--- src/rtl/l2_arbiter.sv ---
// Round-robin arbiter sharing one L2 cache port between the L1 I-cache and D-cache.
// The winning request is latched at grant and held toward L2 until l2_mem_resp.
module l2_arbiter #(
  parameter int ADDR_W = 16,
  parameter int LINE_W = 128
) (
  input  logic              clk,
  input  logic              rst_n,
  input  logic              i_mem_read,
  input  logic [ADDR_W-1:0] i_mem_address,
  output logic              i_mem_resp,
  output logic [LINE_W-1:0] i_mem_rdata,
  input  logic              d_mem_read,
  input  logic              d_mem_write,
  input  logic [ADDR_W-1:0] d_mem_address,
  input  logic [LINE_W-1:0] d_mem_wdata,
  output logic              d_mem_resp,
  output logic [LINE_W-1:0] d_mem_rdata,
  output logic              l2_mem_read,
  output logic              l2_mem_write,
  output logic [ADDR_W-1:0] l2_mem_address,
  output logic [LINE_W-1:0] l2_mem_wdata,
  input  logic              l2_mem_resp,
  input  logic [LINE_W-1:0] l2_mem_rdata
);

  typedef enum logic [1:0] {IDLE, SERVE_I, SERVE_D, DONE} state_t;

  state_t            state_r;
  logic              last_grant_r;
  logic [ADDR_W-1:0] addr_r;
  logic [LINE_W-1:0] wdata_r;
  logic              rd_r;
  logic              wr_r;
  logic              d_req_s;
  logic              grant_i_s;
  logic              grant_d_s;

  // Grant selection: a lone requester wins; on a tie the one not granted last wins.
  always_comb begin
    d_req_s   = d_mem_read | d_mem_write;
    grant_i_s = 1'b0;
    grant_d_s = 1'b0;
    if (i_mem_read && (!d_req_s || last_grant_r)) begin
      grant_i_s = 1'b1;
    end else if (d_req_s) begin
      grant_d_s = 1'b1;
    end else begin
      grant_i_s = 1'b0;
    end
  end

  // Arbitration FSM; the latched op/address/data registers double as the L2 outputs
  // and are cleared whenever no transaction is in flight.
  always_ff @(posedge clk or negedge rst_n) begin
    if (!rst_n) begin
      state_r      <= IDLE;
      last_grant_r <= 1'b0;
      addr_r       <= {ADDR_W{1'b0}};
      wdata_r      <= {LINE_W{1'b0}};
      rd_r         <= 1'b0;
      wr_r         <= 1'b0;
    end else begin
      case (state_r)
        IDLE: begin
          if (grant_i_s) begin
            state_r      <= SERVE_I;
            last_grant_r <= 1'b0;
            addr_r       <= i_mem_address;
            wdata_r      <= {LINE_W{1'b0}};
            rd_r         <= 1'b1;
            wr_r         <= 1'b0;
          end else if (grant_d_s) begin
            state_r      <= SERVE_D;
            last_grant_r <= 1'b1;
            addr_r       <= d_mem_address;
            wdata_r      <= d_mem_wdata;
            // read+write together is treated as a write
            rd_r         <= ~d_mem_write;
            wr_r         <= d_mem_write;
          end else begin
            state_r <= IDLE;
          end
        end
        SERVE_I, SERVE_D: begin
          if (l2_mem_resp) begin
            state_r <= DONE;
            addr_r  <= {ADDR_W{1'b0}};
            wdata_r <= {LINE_W{1'b0}};
            rd_r    <= 1'b0;
            wr_r    <= 1'b0;
          end else begin
            state_r <= state_r;
          end
        end
        DONE: begin
          state_r <= IDLE;
        end
        default: begin
          state_r <= IDLE;
          addr_r  <= {ADDR_W{1'b0}};
          wdata_r <= {LINE_W{1'b0}};
          rd_r    <= 1'b0;
          wr_r    <= 1'b0;
        end
      endcase
    end
  end

  assign l2_mem_read    = rd_r;
  assign l2_mem_write   = wr_r;
  assign l2_mem_address = addr_r;
  assign l2_mem_wdata   = wdata_r;

  // Responses forward combinationally so the L1 sees them in the L2 response cycle.
  assign i_mem_resp  = (state_r == SERVE_I) & l2_mem_resp;
  assign d_mem_resp  = (state_r == SERVE_D) & l2_mem_resp;
  assign i_mem_rdata = l2_mem_rdata;
  assign d_mem_rdata = l2_mem_rdata;

endmodule

--- config.mk ---
export PLATFORM = sky130hd
export DESIGN_NAME = l2_arbiter
export DESIGN_NICKNAME = d
export VERILOG_FILES = /design/src/rtl/l2_arbiter.sv
export SDC_FILE = /design/constraint.sdc
export NUM_CORES = 1
export LEC_CHECK = 0
export ABC_CLOCK_PERIOD_IN_PS = 2400
export BUFFER_PORTS_ARGS = -buffer_cell sky130_fd_sc_hd__buf_2
export CORE_AREA = 2 2 268 270
export DETAILED_ROUTE_END_ITERATION = 8
export DIE_AREA = 0 0 270 272
export GPL_ROUTABILITY_DRIVEN = 0
export HOLD_SLACK_MARGIN = 0.05
export PLACE_DENSITY_LB_ADDON = 0.25
export SLEW_MARGIN = 30
export SYNTH_ARGS = -nofsm -noshare
export SYNTH_HDL_FRONTEND = slang
export SYNTH_SLANG_ARGS = --single-unit
--- constraint.sdc ---
create_clock -name clk -period 2.4 [get_ports clk]
set_input_delay 0.36 -clock clk [delete_from_list [all_inputs] [get_ports clk]]
set_output_delay 0.36 -clock clk [all_outputs]
set_load 0.01 [all_outputs]
# Word level (Yosys, flattened, before mapping)
# Index checks and enable logic that the tools add are counted.
# W data, S select, Z words.
# word_totals
ff_bits,149
inputBits,294
ramBits,0
latch_bits,0
rom_bits,0
output_inout_bits,404
mem_count,0
# classes
n_lt_le_gt_ge,0
n_addsub,0
n_mux,24
n_shift,0
bitwise,4
mul,0
n_eq_ne,5
n_reduce_logical,9
n_div,0
# ops
operator,count
$mux W128,3
$pmux W128 S2,1
$mux W16,3
$pmux W16 S2,1
$mux W1,10
$mux W2,3
$pmux W2 S3,1
$eq A2 B2 Y1 const B,2
$pmux W1 S2,2
$reduce_bool A2 Y1,2
$ne A3 B3 Y1 const B,1
$reduce_and A3 Y1,1
$and A1 B1 Y1,2
$eq A2 B1 Y1 const B,1
$logic_not A2 Y1,1
$ne A2 B2 Y1 const B,1
$reduce_and A2 Y1,1
$reduce_or A2 Y1,1
$logic_and A1 B1 Y1,1
$logic_not A1 Y1,1
$logic_or A1 B1 Y1,1
$not A1 Y1,1
$or A1 B1 Y1,1

# Longest topological paths before layout
# Gate-level depths: netlist of the first run.
# logic_depth
depth_word,8
ltp_mapped,9
mapped_depth_nobuf,5

# Worst setup path before layout of the first run
# No wires, ideal clock.
# synth_timing
path_kind,register to register
from,reg state_r[0]
to,reg wdata_r[0] (netlist: l2_mem_wdata[0])
setup_slack_ps,357
arrival_time_ps,1922
required_time_ps,2279
n_path_buf,4
synth_period_minus_slack_ps,2043
path_stages_with_launch,10
path_cell_list,dfrtp_1 > inv_1 > ha_1 > buf_4 > or4b_1 > buf_2 > o2111a_1 > buf_6 > buf_6 > a22o_1
# synth_via
elab_chain_len,4
elab_cells_between_ends,9
cone_classes,4 x eq/ne; 1 x mux; 4 x reduce/logical
# synth_lines
item,line_no,rtl
start: declaration,29,state_t state_r;
start signal: assignment,93,state_r <= state_r;
$eq A2 B1 Y1 / $eq A2 B2 Y1 (equally long branches),64,case (state_r)
$reduce_or A2 Y1,64,
$ne A2 B2 Y1 (no line) / $reduce_bool A2 Y1 (equally long branches),--,
$reduce_and A3 Y1 (no line),--,
end signal: assignment,60,wdata_r <= {LINE_W{1'b0}};
end signal: assignment,70,wdata_r <= {LINE_W{1'b0}};
end signal: assignment,77,wdata_r <= d_mem_wdata;
end: declaration,32,logic [LINE_W-1:0] wdata_r;
# Several ways; a longest one is shown, not always the timed one.
# A chain may end at the register's enable or synchronous reset.

# Final worst setup path of the first run
# layout_timing
from,reg state_r[0]
to,reg wdata_r[38] (netlist: l2_mem_wdata[38])
# The elaborated chain is that of the path after synthesis.

==> results.cfg, run 1 <==
[outcome]
status = complete, no violations

[place]
dp_hpwl_um = 24500
dpl_worst_slack_ns = 0.242
io_buffer_count = 313
dpl.cell_count = 1662

[cts]
numCtsBuffers = 17
cts.sinks = 149
clk_transition_reported_paths_ns = 0.08
cts_htree_levels = 4
worstSkewPairLatency_ns = 0.47
cts_tree = done
ctsRootBufferMaster = clkbuf_16
cts_resized = 0
cts_max_path_buffers = 2

[worst_setup_path]
r2r-end = l2_mem_wdata[38]$_DFFE_PN0P_
start_kind = flip-flop
cp_max_fo = 45
crit_type = flip-flop to flip-flop
crit_required_ns = 2.74
crit_path_end_kind = flip-flop
arrival_ns = 2.54
ff2ff_path_depth = 6
reg2reg_from = state_r[0]$_DFFE_PN0P_
rrSetupSlack_ns = 0.21

[power]
p_per_area_nw_per_um2 = 1470
power.leakage_uw = 0.00435
ir_worst_vdd_uv = 517

[timing]
rsz0062_at_grt = no
finalHoldViolations = 0
tightest_slew_ns = 0.605
fin_skew_ns = 0.0185
fin_ws_ns = 0.206
timing.slew.headroom_pct = 59.7
fmax_mhz = 456
drv_slew = 0
layout_min_cycle_time_ns = 2.19
setup_violations = 0
fin_tns_setup_ns = 0
finalCritPeriodShare_pct = 91.4

[synthesis]
synthesis.nets = 971
synth_area_um2 = 7680
synth-edff-count = 0
syn_avg_cell_area_um2 = 11.4
synth_ff_type = dfrtp_1
syn-instance-count = 674
yosysWarnings = 0
synthArstFlopShare_pct = 100
ys_seq_area_share_pct = 48.5
ys_seq_elements = 149
yosysUniqueCellTypes = 28

[die]
core-area_um2 = 70800
pin_count = 698
die_y_um = 272
start_util_pct = 10.9
die_x_um = 270
core.rowCount = 98
die_area_um2 = 73400

[routing]
drt_iter0_markers = 300
drc = 0
met3_length_um = 4140
drt_wl_total_um = 31200
vias_per_cell = 3.18
wl_met2_um = 13800
maxUsedRoutingLayer = met5
wl_met1_um = 11300
wl_per_cell_um = 18.4
first_pass_iters = 4
ant_nets = 0
via_count = 5391

[finish]
nFillCells = 8060
drive_gt1_share_pct = 50.2
final_common_cell = buf_2
final_cell_mix = 312 x buf_2, 149 x dfrtp_1, 129 x a22o_1, 18 x a21oi_1
fin_nets = 1031
layout.cells.non_filler = 1697
antennaDiodeCount = 0
syn_to_final_growth_pct = 19.3

[global_route]
grt_pass1_vias = 5556
track_usage_pct = 8.36
antenna_found_initial = 5
grt_max_degree = 54
grt_pass1_wl_um = 43100
grt_remaining_overflow = 0

[hold_path]
worstHoldEndpoint = l2_mem_wdata[33]$_DFFE_PN0P_
hp-start = d_mem_wdata[33]
hold_class = input pin to flip-flop
whs_path_depth = 2

[run]
drv_cap = 0
## state kept, by name (all words and copies together) (netlist names)
signal / cells
state_r: 2
l2_mem_address: 16
l2_mem_write: 1
l2_mem_read: 1
l2_mem_wdata: 128
last_grant_r: 1
## what timing repair did
action | 4_1_cts | 5_1_grt
hold buffers | 3 | 0
endpoints found under the hold margin | 49 | 0
setup buffers | 0 | 0
## cell usage after synthesis (2+ instances only)
cell type,count,share of area [%]
o21ai_0,3,0.20
buf_2,16,1.0
dfrtp_1,149,49
inv_1,2,0.098
nand2_1,5,0.24
and2_1,2,0.16
clkbuf_1,13,0.64
o211ai_1,16,1.6
ha_1,3,0.49
clkinv_1,2,0.098
a21oi_1,18,1.2
buf_6,13,1.9
buf_4,257,25
nand4_1,16,1.3
a22o_1,129,15
a31oi_1,17,1.4
nor2_1,2,0.098
## area by class of cell
class	count	area [um^2]	area share, %
tap	950	1190	13.0
clock inverter	14	141	1.54
clock buffer	18	439	4.79
inverter	4	15.0	0.164
multi-input combinational	222	1750	19.1
sequential	149	3730	40.7
timing repair buffer	340	1900	20.7
## metrics by stage
stage                     utilization [%]  power [uW]  hold WS (ns)  area (um^2)
after floorplan                         -        8740        0.0644         7680
after global placement               12.1       10900         0.375         8550
after detailed placement             12.1       11000         0.377         8550
after CTS                            13.0       13800        0.0527         9160
after global routing                 13.0       14500        0.0627         9160
final                                13.0       13500         0.109         9160
## report_power, final
part | leakage [uW] | total (uW) | switching (uW) | internal (uW)
registers | 0.00190 | 4200 | 579 | 3630
clock network | 0.000275 | 2710 | 1310 | 1400
logic | 0.00217 | 6570 | 3690 | 2880
total | 0.00435 | 13500 | 5570 | 7910
## per-layer routing
layer  vias to the layer above  global-route usage (%)
met5                         -                    1.28
li1                       2277                       -
met4                        12                    5.69
met1                      2545                    8.45
met2                       423                    12.5
met3                       134                    5.43
## worst max-delay path by stage
| stage | startpoint | to | slack [ns] |
|---|---|---|---|
| after global routing | state_r[0]$_DFFE_PN0P_ | l2_mem_wdata[38]$_DFFE_PN0P_ | 0.08 |
| final | state_r[0]$_DFFE_PN0P_ | l2_mem_wdata[38]$_DFFE_PN0P_ | 0.21 |
| after global placement | state_r[0]$_DFFE_PN0P_ | l2_mem_wdata[53]$_DFFE_PN0P_ | 0.29 |
| after floorplan | state_r[0]$_DFFE_PN0P_ | l2_mem_wdata[0]$_DFFE_PN0P_ | 0.36 |
| after CTS | state_r[0]$_DFFE_PN0P_ | l2_mem_wdata[38]$_DFFE_PN0P_ | 0.20 |
| after detailed placement | state_r[0]$_DFFE_PN0P_ | l2_mem_wdata[44]$_DFFE_PN0P_ | 0.24 |
## worst max-delay path, cell delays in order (launching register included)
cell and delay (ns):
dfrtp_1 0.40, inv_1 0.09, ha_1 0.16, or4b_1 0.59, o2111a_4 0.32, buf_12 0.20
a22o_1 0.22
## cells by family after synthesis
group           count (synthesis)  share of synthesized area, %
fa+ha+maj                       3                         0.489
compound gates                189                          19.8
flops                         149                          48.5
simple gates                   29                          2.18
buf+inv                       303                          28.9
mux                             1                         0.147
(Power assumes the default switching activity.)
==> inputs of run 2 (changes only) <==
- CELL_PAD_IN_SITES_DETAIL_PLACEMENT: unset -> 1
- CELL_PAD_IN_SITES_GLOBAL_PLACEMENT: unset -> 1
- CORE_AREA: 2 2 268 270 -> 2 2 271 273
- DIE_AREA: 0 0 270 272 -> 0 0 273 275
==> results.cfg, run 2 (same netlist as run 1, synthesis figures left out) <==
[worst_setup_path]
start_kind = flip-flop
cp_slowest_cell = or4b_1
cp_top_family = simple AND/OR/NAND/NOR gates
cp_max_fo = 61
crit_chain = inv_1 > ha_1 > or4b_1 > buf_4 > nand2_4 > buf_12 > a22o_1
crit_path_max_incr_delay_ns = 0.51
path_buf_inv = 3
crit_type = flip-flop to flip-flop
arrival_ns = 2.46
crit_path_end_kind = flip-flop
crit_required_ns = 2.79

[cts]
post_cts_buffers = 0
worstSkewPairLatency_ns = 0.47
cts_max_path_buffers = 2
ctsRootBufferMaster = clkbuf_16
numCtsBuffers = 17
cts.sinks = 149
cts_tree = done
cts_htree_levels = 4
clk_transition_reported_paths_ns = 0.08

[routing]
drt_iter0_markers = 216
first_pass_iters = 4
drc = 0
vias_per_cell = 3.16
ant_nets = 0
wl_per_cell_um = 17.1
drt_wl_total_um = 29600
via_count = 5461

[power]
finalPower_uw = 13700
power.leakage_uw = 0.00446
ir_worst_vdd_uv = 698
p_per_area_nw_per_um2 = 1460

[outcome]
status = complete, no violations

[hold_path]
hold_class = input pin to flip-flop

[place]
dpl_worst_slack_ns = 0.353
placed_area_um2 = 8530
io_buffer_count = 313
dp_hpwl_um = 21600

[die]
die_area_um2 = 75100
die_x_um = 273
die_y_um = 275
pin_count = 698
core-area_um2 = 72300
core.rowCount = 99
start_util_pct = 10.6

[global_route]
track_usage_pct = 7.78
grt_pass1_wl_um = 41800
grt_remaining_overflow = 0
grt_max_degree = 77
grt_pass1_vias = 5945
antenna_found_initial = 4

[timing]
rsz0062_at_grt = no
finalCritPeriodShare_pct = 86.4
layout_min_cycle_time_ns = 2.07
fin_tns_setup_ns = 0
setup_violations = 0
fmax_mhz = 482
timing.slew.headroom_pct = 64.4
fin_ws_ns = 0.325
drv_slew = 0
fin_skew_ns = 0.0190
tightest_slew_ns = 0.534
finalHoldViolations = 0

[finish]
fin_nets = 1053
nFillCells = 8509
final_common_cell = buf_2
final_cell_mix = 312 x buf_2, 149 x dfrtp_1, 129 x a22o_1, 25 x dlygate4sd3_1, 18 x a21oi_1
syn_to_final_growth_pct = 22.3
fin_area_um2 = 9400
largest_register_ff_count = 128
fin_util_pct = 13.0
drive_gt1_share_pct = 48.6

[run]
drv_cap = 0
==> run 2: cell type report <==
class | instances | area (um^2) | share of cell area (%)
Inverter | 4 | 15.0 | 0.160
Sequential cell | 149 | 3730 | 39.7
Clock inverter | 12 | 143 | 1.52
Tap cell | 959 | 1200 | 12.8
Timing Repair Buffer | 362 | 2090 | 22.2
Antenna cell | 2 | 5.00 | 0.0532
Multi-Input combinational cell | 222 | 1750 | 18.6
Clock buffer | 20 | 467 | 4.97
==> run 2: per-stage QoR <==
stage / hold WS [ns] / std cells
6_report: 0.110 / 1730
5_1_grt: 0.0631 / 1728
4_1_cts: 0.0500 / 1728
3_5_place_dp: 0.206 / 1671
3_3_place_gp: 0.215 / 1671
2_1_floorplan: 0.0644 / 674
==> run 2: worst paths after layout <==
path / startpoint / end / slack (ns) / cells after the start
max in group asynchronous: rst_n / l2_mem_wdata[99]$_DFFE_PN0P_ / 1.34 / 3
min in group asynchronous: rst_n / l2_mem_wdata[62]$_DFFE_PN0P_ / 0.31 / 2
setup reg to reg: state_r[0]$_DFFE_PN0P_ / l2_mem_wdata[12]$_DFFE_PN0P_ / 0.33 / 7
hold reg to reg: l2_mem_wdata[32]$_DFFE_PN0P_ / l2_mem_wdata[32]$_DFFE_PN0P_ / 0.50 / 1
setup / recovery: state_r[0]$_DFFE_PN0P_ / l2_mem_wdata[12]$_DFFE_PN0P_ / 0.33 / 7
hold / removal: d_mem_wdata[11] / l2_mem_wdata[11]$_DFFE_PN0P_ / 0.11 / 2
==> run 2: metal layers <==
| layer | up-vias | global-route usage, % | share of wire, % |
|---|---|---|---|
| li1 | 2313 | - | - |
| met1 | 2614 | 7.91 | 36 |
| met2 | 409 | 12.2 | 46 |
| met3 | 121 | 4.23 | 12 |
| met4 | 4 | 5.58 | 6.1 |
| met5 | - | 0 | 0.047 |
==> run 2: where the power goes <==
| part | total [uW] | switching, uW | internal, uW |
|---|---|---|---|
| clock network | 2920 | 1280 | 1630 |
| registers | 4190 | 563 | 3630 |
| logic | 6620 | 3780 | 2840 |
| total | 13700 | 5620 | 8100 |
==> run 2: what timing repair did <==
action,4_1_cts,5_1_grt
setup endpoints to repair,0,0
hold endpoints to repair,97,0
hold buffers,25,0
resized for setup,0,0
==> inputs of run 3 (changes only) <==
- CAP_MARGIN: unset -> 20
- CTS_CLUSTER_DIAMETER: unset -> 50
- RECOVER_POWER: unset -> 25
==> results.cfg, run 3 (same netlist as run 1, synthesis figures left out) <==
[outcome]
status = complete, no violations

[cts]
cts.sinks = 149
cts_resized = 0
numCtsBuffers = 17
cts_tree = done
clk_transition_reported_paths_ns = 0.08
cts_htree_levels = 4
postCtsHoldBufs = 25
post_cts_buffers = 0
cts_max_path_buffers = 2
ctsRootBufferMaster = clkbuf_16
worstSkewPairLatency_ns = 0.47

[finish]
drive_gt1_share_pct = 48.5
fin_nets = 1053
final_common_cell = buf_2
syn_to_final_growth_pct = 22.2
final_cell_mix = 312 x buf_2, 149 x dfrtp_1, 129 x a22o_1, 25 x dlygate4sd3_1, 18 x a21oi_1
largest_register_ff_count = 128
nFillCells = 8509

[power]
p_per_area_nw_per_um2 = 1460
power.leakage_uw = 0.00445
ir_worst_vdd_uv = 701

[timing]
finalHoldViolations = 0
timing.slew.headroom_pct = 29.1
tightest_slew_ns = 1.06
fin_tns_setup_ns = 0
rsz0062_at_grt = no
timing.hold.ws_ns = 0.110
setup_violations = 0
finalCritPeriodShare_pct = 86.4
drv_slew = 0
fin_skew_ns = 0.0191
fmax_mhz = 482
layout_min_cycle_time_ns = 2.07

[routing]
via_count = 5464
drt_wl_total_um = 29600
vias_per_cell = 3.16
drc = 0
drt_iter0_markers = 212
ant_nets = 0
first_pass_iters = 4
wl_per_cell_um = 17.1

[die]
pin_count = 698
die_x_um = 273
core.rowCount = 99
start_util_pct = 10.6
die_y_um = 275
die_area_um2 = 75100
core-area_um2 = 72300

[hold_path]
hold_class = input pin to flip-flop

[worst_setup_path]
crit_path_end_kind = flip-flop
start_kind = flip-flop
crit_required_ns = 2.79
arrival_ns = 2.46
crit_type = flip-flop to flip-flop
cp_max_fo = 61

[global_route]
grt_remaining_overflow = 0
antenna_found_initial = 4
grt_max_degree = 77
track_usage_pct = 7.78
grt_pass1_vias = 5945
grt_pass1_wl_um = 41800

[place]
io_buffer_count = 313
dp_hpwl_um = 21600

[run]
drv_cap = 0
==> run 3: routing by layer <==
| metal | part of all wire (%) | GRT usage, % |
|---|---|---|
| met5 | 0.047 | 0 |
| met4 | 6.1 | 5.58 |
| met3 | 12 | 4.23 |
| met2 | 46 | 12.2 |
| met1 | 36 | 7.91 |
==> run 3: layout make-up <==
| class | count | area [um^2] | share of cell area (%) |
|---|---|---|---|
| sequential | 149 | 3730 | 39.7 |
| timing repair buffer | 362 | 2080 | 22.2 |
| multi-input combinational | 222 | 1750 | 18.6 |
| tap | 959 | 1200 | 12.8 |
| clock buffer | 20 | 467 | 4.97 |
| clock inverter | 12 | 143 | 1.52 |
| inverter | 4 | 15.0 | 0.160 |
| antenna | 2 | 5.00 | 0.0533 |
==> run 3: stage by stage <==
| step | setup WS, ns | total power (uW) | cells | instance area, um^2 | utilization [%] |
|---|---|---|---|---|---|
| global placement | 0.365 | 10900 | 1671 | 8530 | 11.8 |
| floorplan | 0.357 | 8740 | 674 | 7680 | - |
| finish | 0.326 | 13700 | 1730 | 9390 | 13.0 |
| detailed placement | 0.353 | 11000 | 1671 | 8530 | 11.8 |
| global route | 0.188 | 14900 | 1728 | 9390 | 13.0 |
| CTS | 0.315 | 14200 | 1728 | 9390 | 13.0 |
==> run 3: path summary, 6_finish.rpt <==
check                      slack (ns)                             to                     startpoint  depth (start not counted)
min                              0.11   l2_mem_wdata[11]$_DFFE_PN0P_                d_mem_wdata[11]                          2
max reg2reg                      0.33   l2_mem_wdata[12]$_DFFE_PN0P_         state_r[0]$_DFFE_PN0P_                          7
max in group asynchronous        0.72   l2_mem_wdata[99]$_DFFE_PN0P_                          rst_n                          3
min reg2reg                      0.50  l2_mem_wdata[124]$_DFFE_PN0P_  l2_mem_wdata[124]$_DFFE_PN0P_                          1
max                              0.33   l2_mem_wdata[12]$_DFFE_PN0P_         state_r[0]$_DFFE_PN0P_                          7
min in group asynchronous        0.62   l2_mem_wdata[60]$_DFFE_PN0P_                          rst_n                          2
==> run 3: power breakdown <==
group	internal [uW]	switching [uW]	total, uW
clock network	1630	1290	2920
registers	3630	563	4190
logic	2840	3770	6620
==> run 3: worst max-delay path, cell delays in order, from the launching register on <==
cell,delay [ns]
dfrtp_1,0.41
inv_1,0.09
ha_1,0.16
or4b_1,0.51
buf_4,0.18
nand2_4,0.08
buf_12,0.28
a22o_1,0.22
